==> src/rtl/calc_op_sequencer.sv <==
// calc_op_sequencer: shares one external WIDTH-bit add/sub unit between ADD, SUB
// and a shift-and-add MUL. Start/busy/done handshake, 2*WIDTH-bit result, a
// negative flag for SUB, and an error flag for the illegal opcode.
module calc_op_sequencer #(
  parameter int WIDTH = 16
) (
  input  logic               clk,
  input  logic               reset_n,
  input  logic               start,
  input  logic [1:0]         op,
  input  logic [WIDTH-1:0]   a_in,
  input  logic [WIDTH-1:0]   b_in,
  output logic               busy,
  output logic               done,
  output logic [2*WIDTH-1:0] result,
  output logic               neg,
  output logic               err,
  output logic [WIDTH-1:0]   au_a,
  output logic [WIDTH-1:0]   au_b,
  output logic               au_sub,
  input  logic [WIDTH-1:0]   au_sum,
  input  logic               au_cout
);

  localparam int CW = (WIDTH > 1) ? $clog2(WIDTH) : 1;

  typedef enum logic [1:0] {
    S_IDLE = 2'd0,
    S_EXEC = 2'd1,
    S_MUL  = 2'd2,
    S_DONE = 2'd3
  } state_t;

  state_t             state_q;
  logic [WIDTH-1:0]   a_q;
  logic [WIDTH-1:0]   b_q;
  logic               sub_q;
  logic [WIDTH-1:0]   m_q;
  logic [2*WIDTH-1:0] p_q;
  logic [2*WIDTH-1:0] p_d;
  logic [CW-1:0]      cnt_q;
  logic               busy_q;
  logic               done_q;
  logic [2*WIDTH-1:0] result_q;
  logic               neg_q;
  logic               err_q;

  assign busy   = busy_q;
  assign done   = done_q;
  assign result = result_q;
  assign neg    = neg_q;
  assign err    = err_q;

  // Unit operands: captured A/B in EXEC, P_hi + A in MUL, zero otherwise.
  always_comb begin
    au_a   = '0;
    au_b   = '0;
    au_sub = 1'b0;
    case (state_q)
      S_EXEC: begin
        au_a   = a_q;
        au_b   = b_q;
        au_sub = sub_q;
      end
      S_MUL: begin
        au_a = p_q[2*WIDTH-1:WIDTH];
        au_b = a_q;
      end
      default: ;
    endcase
  end

  // One shift-and-add step: add A into P_hi when the multiplier LSB is set, then shift right.
  always_comb begin
    if (m_q[0]) p_d = {au_cout, au_sum, p_q[WIDTH-1:1]};
    else        p_d = p_q >> 1;
  end

  // Controller FSM with registered handshake and result outputs.
  always_ff @(posedge clk or negedge reset_n) begin
    if (!reset_n) begin
      state_q  <= S_IDLE;
      a_q      <= '0;
      b_q      <= '0;
      sub_q    <= 1'b0;
      m_q      <= '0;
      p_q      <= '0;
      cnt_q    <= '0;
      busy_q   <= 1'b0;
      done_q   <= 1'b0;
      result_q <= '0;
      neg_q    <= 1'b0;
      err_q    <= 1'b0;
    end else begin
      case (state_q)
        S_IDLE: begin
          done_q <= 1'b0;
          if (start) begin
            a_q      <= a_in;
            b_q      <= b_in;
            sub_q    <= op[0];
            result_q <= '0;
            neg_q    <= 1'b0;
            err_q    <= 1'b0;
            busy_q   <= 1'b1;
            case (op)
              2'b00, 2'b01: state_q <= S_EXEC;
              2'b10: begin
                state_q <= S_MUL;
                cnt_q   <= '0;
                p_q     <= '0;
                m_q     <= b_in;
              end
              default: begin
                state_q <= S_DONE;
                err_q   <= 1'b1;
                done_q  <= 1'b1;
              end
            endcase
          end
        end
        S_EXEC: begin
          if (sub_q) begin
            result_q <= {{WIDTH{1'b0}}, au_sum};
            neg_q    <= ~au_cout;
          end else begin
            result_q <= {{(WIDTH-1){1'b0}}, au_cout, au_sum};
            neg_q    <= 1'b0;
          end
          state_q <= S_DONE;
          done_q  <= 1'b1;
        end
        S_MUL: begin
          p_q   <= p_d;
          m_q   <= m_q >> 1;
          cnt_q <= cnt_q + 1'b1;
          if (cnt_q == CW'(WIDTH - 1)) begin
            result_q <= p_d;
            state_q  <= S_DONE;
            done_q   <= 1'b1;
          end
        end
        S_DONE: begin
          state_q <= S_IDLE;
          busy_q  <= 1'b0;
          done_q  <= 1'b0;
        end
        default: state_q <= S_IDLE;
      endcase
    end
  end

endmodule

==> config.mk <==
export PLATFORM = sky130hd
export DESIGN_NAME = calc_op_sequencer
export DESIGN_NICKNAME = d
export VERILOG_FILES = /design/src/rtl/calc_op_sequencer.sv
export SDC_FILE = /design/constraint.sdc
export NUM_CORES = 1
export LEC_CHECK = 0
export CAP_MARGIN = 25
export CELL_PAD_IN_SITES_DETAIL_PLACEMENT = 1
export CELL_PAD_IN_SITES_GLOBAL_PLACEMENT = 1
export CORE_MARGIN = 1
export CORE_UTILIZATION = 44
export CTS_BUF_LIST = sky130_fd_sc_hd__clkbuf_4 sky130_fd_sc_hd__clkbuf_8
export DETAILED_ROUTE_END_ITERATION = 12
export PLACE_DENSITY = 0.93
export SYNTH_ARGS = -nofsm -noshare
export SYNTH_HDL_FRONTEND = slang
export SYNTH_SLANG_ARGS = --single-unit
==> constraint.sdc <==
create_clock -name clk -period 3.6 [get_ports clk]
set_input_delay 0.72 -clock clk [delete_from_list [all_inputs] [get_ports clk]]
set_output_delay 0.72 -clock clk [all_outputs]
set_load 0.005 [all_outputs]
# [Yosys cells after proc, flatten, opt, wreduce, memory -nomap -nowiden]
# Index checks and enable logic that the tools add are counted.
[totals] output_inout_bits=69 ff_bits=123 inputBits=54 elab_cells=67
[classes] bitwise=1 reduce_logical=14 addsub=1 eq_ne=9 mux=30
[op_table] cell="$mux W32" count=5
[op_table] cell="$pmux W16 S2" count=3
[op_table] cell="$pmux W32 S3" count=1
[op_table] cell="$pmux W32 S2" count=1
[op_table] cell="$mux W16" count=2
[op_table] cell="$mux W17" count=1
[op_table] cell="$mux W4" count=2
[op_table] cell="$pmux W2 S4" count=1
[op_table] cell="$pmux W4 S2" count=1
[op_table] cell="$reduce_and A2 Y1" count=4
[op_table] cell="$mux W1" count=7
[op_table] cell="$eq A2 B2 Y1 const B" count=3
[op_table] cell="$reduce_and A3 Y1" count=2
[op_table] cell="$reduce_bool A2 Y1" count=3
[op_table] cell="$add A4 B1 Y4 const B" count=1
[op_table] cell="$eq A2 B1 Y1 const B" count=2
[op_table] cell="$eq A4 B4 Y1 const B" count=1
[op_table] cell="$logic_not A2 Y1" count=2
[op_table] cell="$mux W2" count=2
[op_table] cell="$ne A2 B2 Y1 const B" count=2
[op_table] cell="$pmux W1 S2" count=2
[op_table] cell="$pmux W1 S4" count=1
[op_table] cell="$pmux W2 S2" count=1
[op_table] cell="$reduce_bool A3 Y1" count=1
[op_table] cell="other kinds (4)" count=4

# [Logic depth before layout (Yosys ltp)]
[depth] depth_word=5 ltp_mapped=9 ltp_nobuf=5

# [Worst setup path after synthesis]
# Ideal clock, no wire load.
[synth_path] path_type="flip-flop to output port" start="reg state_q[0]" end="out au_a[0]" setup_slack_ns=1.291 stages_incl_launch_ff=7 path_buffers=2 required_ns=2.880 arrival_time_ns=1.589 path_cell_list="dfrtp_1 -> inv_1 -> ha_1 -> inv_1 -> clkbuf_1 -> buf_1 -> nor2_1"
[synth_via] elab_chain_len=2 elab_cells_between_ends=3 classes_between="2 x eq/ne; 1 x mux"
[synth_lines] item="start: declaration" line_no="34" rtl="state_t state_q;"
[synth_lines] item="start signal: assignment" line_no="82" rtl="state_q <= S_IDLE;"
[synth_lines] item="start signal: assignment" line_no="107" rtl="2'b00, 2'b01: state_q <= S_EXEC;"
[synth_lines] item="start signal: assignment" line_no="109" rtl="state_q <= S_MUL;"
[synth_lines] item="$eq A2 B2 Y1 or $eq A2 B1 Y1 (tied branches)" line_no="59" rtl="case (state_q)"
[synth_lines] item="$pmux W16 S2 *" line_no="59"
[synth_lines] item="end: declaration" line_no="18" rtl="output logic [WIDTH-1:0] au_a,"
# Mark *: on every way between the ends. The rest lies on a longest branch, timed or not.

# [Worst setup path after layout]
[layout_path] start="reg state_q[0]" end="out au_a[8]"
# The elaborated chain is that of the path after synthesis.

==> tab_implementation.tex <==
\begin{tabular}{lr}
\hline
Metric & Value \\
\hline
\multicolumn{2}{l}{\textbf{Run status}} \\
Result of the run & finished, final reports clean \\
\multicolumn{2}{l}{\textbf{Timing}} \\
Setup tns final & 0 ns \\
Maximum clock frequency & 288 MHz \\
Unrepaired setup endpoints after global routing & no \\
Finish-stage setup viols & 0 \\
Final Hold Vio Count & 0 \\
Pins Over Slew Limit & 0 \\
Final period utilization & just under 100\% \\
Post-layout minimum cycle time & between 3 and 4 ns \\
Clock Skew & between 0.01 and 0.015 ns \\
Headroom to the max-slew limit & 38.0\% \\
Least-Margin Pin Slew & 0.929 ns \\
\multicolumn{2}{l}{\textbf{Yosys}} \\
Yosys warning count & 0 \\
Cell area after synthesis & 5930 sq um \\
Number of synthesized flops with an enable pin & 0 \\
Synth cell types & 36 \\
Async SR Flop Fraction & 100\% \\
Share of the yosys chip area belonging to registers & between 50\% and 60\% \\
FF+latch count, synth & 122 \\
Net count after synthesis & 622 \\
Most used DFF post-synth & dfrtp\_1 \\
Syn Area/Cell & 10.6 sq um \\
Gate count of the mapped netlist & 560 \\
\multicolumn{2}{l}{\textbf{Clock network}} \\
CTS tree & built \\
Post-CTS clock slew at the launch and capture registers of the worst setup and hold paths & 0.08 ns \\
Cts hold-fix bufs & 0 \\
Total clock buffers created by CTS & 17 \\
Buffer levels on the longest clock path & 2 \\
Maximum level of the CTS H-tree & 4 \\
Sinks on Clock Net & roughly 120 \\
Clock insertion delay at the later pin of the skew report & $\sim$0.47 ns \\
Clk root buf & clkbuf\_8 \\
\multicolumn{2}{l}{\textbf{Global route}} \\
Largest net degree at the start of global routing & between 60 and 70 \\
Number of antenna violations at the first check in global routing & 0 \\
Congestion Overflow GR & 0 \\
Total Routing Usage GR & 30.7\% \\
Global-route wire length before repair & between 30000 and 40000 microns \\
Vias in the first global route & 5579 \\
\multicolumn{2}{l}{\textbf{Critical path}} \\
Data required time of the worst path & between 2 and 3 ns \\
Dominant cell type by count on the critical path & inv\_1 \\
Flop-to-flop setup slack & 0.92 ns \\
Cell with the largest stage delay on the worst path & ha\_2 \\
Number of buffers and inverters on the critical path & 4 \\
Nature of the critical path startpoint & flop \\
Worst Path Max Fanout & 35 \\
Start-to-end type of the worst setup path & flop to output pin \\
Arrival time worst endpoint & 2.75 ns \\
Largest incremental delay on the critical path & 0.54 ns \\
CP endpoint kind & output pin \\
Cell family contributing the most delay on the critical path & buffers and inverters \\
Reg-to-reg critical path endpoint & m\_q[13]\$\_DFFE\_PN0P\_ \\
CP Cell Sequence & inv\_1, ha\_2, inv\_1, buf\_4, nor2\_1, clkdlybuf4s50\_1 \\
R2R cell count & 6 \\
Worst reg2reg path startpoint & state\_q[0]\$\_DFFE\_PN0P\_ \\
\multicolumn{2}{l}{\textbf{Drt}} \\
Total vias in the final route & 5177 \\
Average wire per standard cell & between 20 and 25 microns \\
Count of nets left with antenna violations after detail routing & 0 \\
Via/cell ratio & 6.05 \\
Post-detailed-route DRC marker count & 0 \\
Sum of routed wire length over all layers & 20700 microns \\
First-pass detailed-route iteration total & 7 \\
Iter 0 DRT Violations & 532 \\
\multicolumn{2}{l}{\textbf{Layout}} \\
FILL cells & 1356 \\
Share of cells above drive strength 1 & 15.6\% \\
Cell Count, Final, Fillers Out & 855 \\
Antenna cells & 0 \\
Layout net count & around 730 \\
Post-synthesis to final-layout area growth & 31.7\% \\
\multicolumn{2}{l}{\textbf{Die}} \\
Chip Width & 118 microns \\
Floorplan Core Area & 13200 sq um \\
Initial Utilization & 44.9\% \\
Number of primary I/O pins & 123 \\
Floorplan die height & 118 microns \\
Count of standard-cell rows & 42 \\
Area enclosed by the die boundary & 13900 sq um \\
\multicolumn{2}{l}{\textbf{Power and ir drop}} \\
Combinational share of power & 44.6\% \\
Internal power consumption & about 4.4 mW \\
Sequential group share of total power & 32.3\% \\
Switching Share & 39.0\% \\
Pwr Density & 930 nW/um\^{}2 \\
Clock group share of total power & about 23\% \\
Switching component of the power & 2.84 mW \\
Peak supply drop & around 0.45 mV \\
Leakage power total & 3.39 nW \\
\multicolumn{2}{l}{\textbf{Place}} \\
Post-DP HPWL & around 13000 microns \\
Total of buffers placed on input and output ports & 122 \\
Routability-driven placement congestion ratio & roughly 0.83 \\
Placed Instances & a little over 800 \\
\multicolumn{2}{l}{\textbf{Min path}} \\
Worst min path class & input pin to async pin \\
\multicolumn{2}{l}{\textbf{Run}} \\
Number of max-capacitance violations reported & 0 \\
\hline
\end{tabular}
[flip-flops by register name (all words and copies together), names as in the netlist]
register / flops
result: 32
p_q: 31
a_q: 16
b_q: 16
m_q: 16
cnt_q: 4
state_q: 2
busy: 1
done: 1
err: 1
neg: 1
sub_q: 1
[per-layer routing]
metal	GRT usage (%)	wire length (microns)
met1	36.8	7850
met3	8.28	1250
met4	19.0	1220
met5	0	0
met2	49.2	10400
[timing repair]
item | CTS | global route
gates resized for setup | 0 | 2
setup endpoints to repair | 0 | 19
setup buffers | 0 | 0
[per-stage QoR]
stage	total power [mW]	hold slack, ns	cell area (sq um)	setup slack, ns	utilization (%)
after global routing	7.59	0.445	7810	0.0557	59.2
after floorplan	4.07	0.424	5930	1.29	-
after detailed placement	5.36	0.475	7260	0.599	55.1
after CTS	7.22	0.409	7800	0.0634	59.1
final	7.27	0.381	7810	0.127	59.2
after global placement	5.15	0.466	7260	0.704	55.1
[how the worst max path moves through the flow]
stage / endpoint / depth (start not counted) / startpoint
after floorplan: au_a[0] / 6 / state_q[0]$_DFFE_PN0P_
after global placement: au_a[15] / 6 / state_q[0]$_DFFE_PN0P_
after detailed placement: au_a[14] / 6 / state_q[0]$_DFFE_PN0P_
after CTS: au_b[11] / 6 / state_q[0]$_DFFE_PN0P_
after global routing: au_a[0] / 6 / state_q[0]$_DFFE_PN0P_
final: au_a[8] / 6 / state_q[0]$_DFFE_PN0P_
[cell usage in the layout, fill, tap and decap left out, types with 2 or more instances in the layout]
| cell | Yosys | layout |
|---|---|---|
| a22oi_1 | 34 | 34 |
| nand2_1 | 51 | 51 |
| mux2_2 | 54 | 54 |
| bufinv_16 | 0 | 8 |
| dfrtp_1 | 122 | 122 |
| mux2i_1 | 20 | 20 |
| a21oi_1 | 16 | 16 |
| nor2_1 | 36 | 36 |
| inv_1 | 8 | 8 |
| clkinv_2 | 0 | 2 |
| clkdlybuf4s50_1 | 0 | 121 |
| buf_4 | 0 | 12 |
| nand3b_1 | 3 | 3 |
| clkbuf_8 | 0 | 19 |
| nand2b_1 | 5 | 4 |
| o31ai_1 | 4 | 4 |
| and2_1 | 2 | 2 |
| o22ai_1 | 2 | 2 |
| mux2_1 | 23 | 23 |
| nand3_1 | 51 | 51 |
| and3_1 | 13 | 13 |
| ha_1 | 8 | 6 |
| o21ai_0 | 47 | 47 |
[final cells by class]
| type | count | area, sq um | share of cell area [%] |
|---|---|---|---|
| inverter | 8 | 30.0 | 0.384 |
| sequential | 122 | 3050 | 39.1 |
| tap | 176 | 220 | 2.82 |
| multi-input combinational | 383 | 2650 | 33.9 |
| clock inverter | 12 | 267 | 3.41 |
| timing repair buffer | 134 | 1320 | 16.9 |
| clock buffer | 20 | 269 | 3.44 |
[Yosys cell counts, drive strengths merged, types with 2 or more instances]
library cell,count,area share (%)
dfrtp,122,51
mux2,77,15
nand3,52,4.5
nand2,51,3.2
o21ai,48,4.1
nor2,36,2.3
a22oi,34,4.3
clkbuf,28,1.8
mux2i,20,3.4
buf,19,1.8
a21oi,16,1.4
and3,13,1.4
ha,8,1.7
inv,8,0.51
nand2b,5,0.53
o31ai,4,0.51
nand3b,3,0.38
and2,2,0.21
o22ai,2,0.21
[kinds of logic after synthesis]
kind of cell	after synthesis	synth area share (%)
AOI/OAI and AO/OA	112	11.8
muxes	97	18.0
DFF	122	51.5
adders and majority gates	8	1.69
buffers and inverters	55	4.09
and+or+nand+nor	166	13.0
[power by group through the flow]
stage	Clock [mW]	Sequential, mW	Combinational (mW)
after floorplan	0	2.13	1.93
after global placement	0	2.27	2.88
after detailed placement	0	2.31	3.05
after CTS	1.69	2.33	3.21
after global routing	1.75	2.39	3.45
final	1.68	2.35	3.24
(Power assumes the default switching activity.)
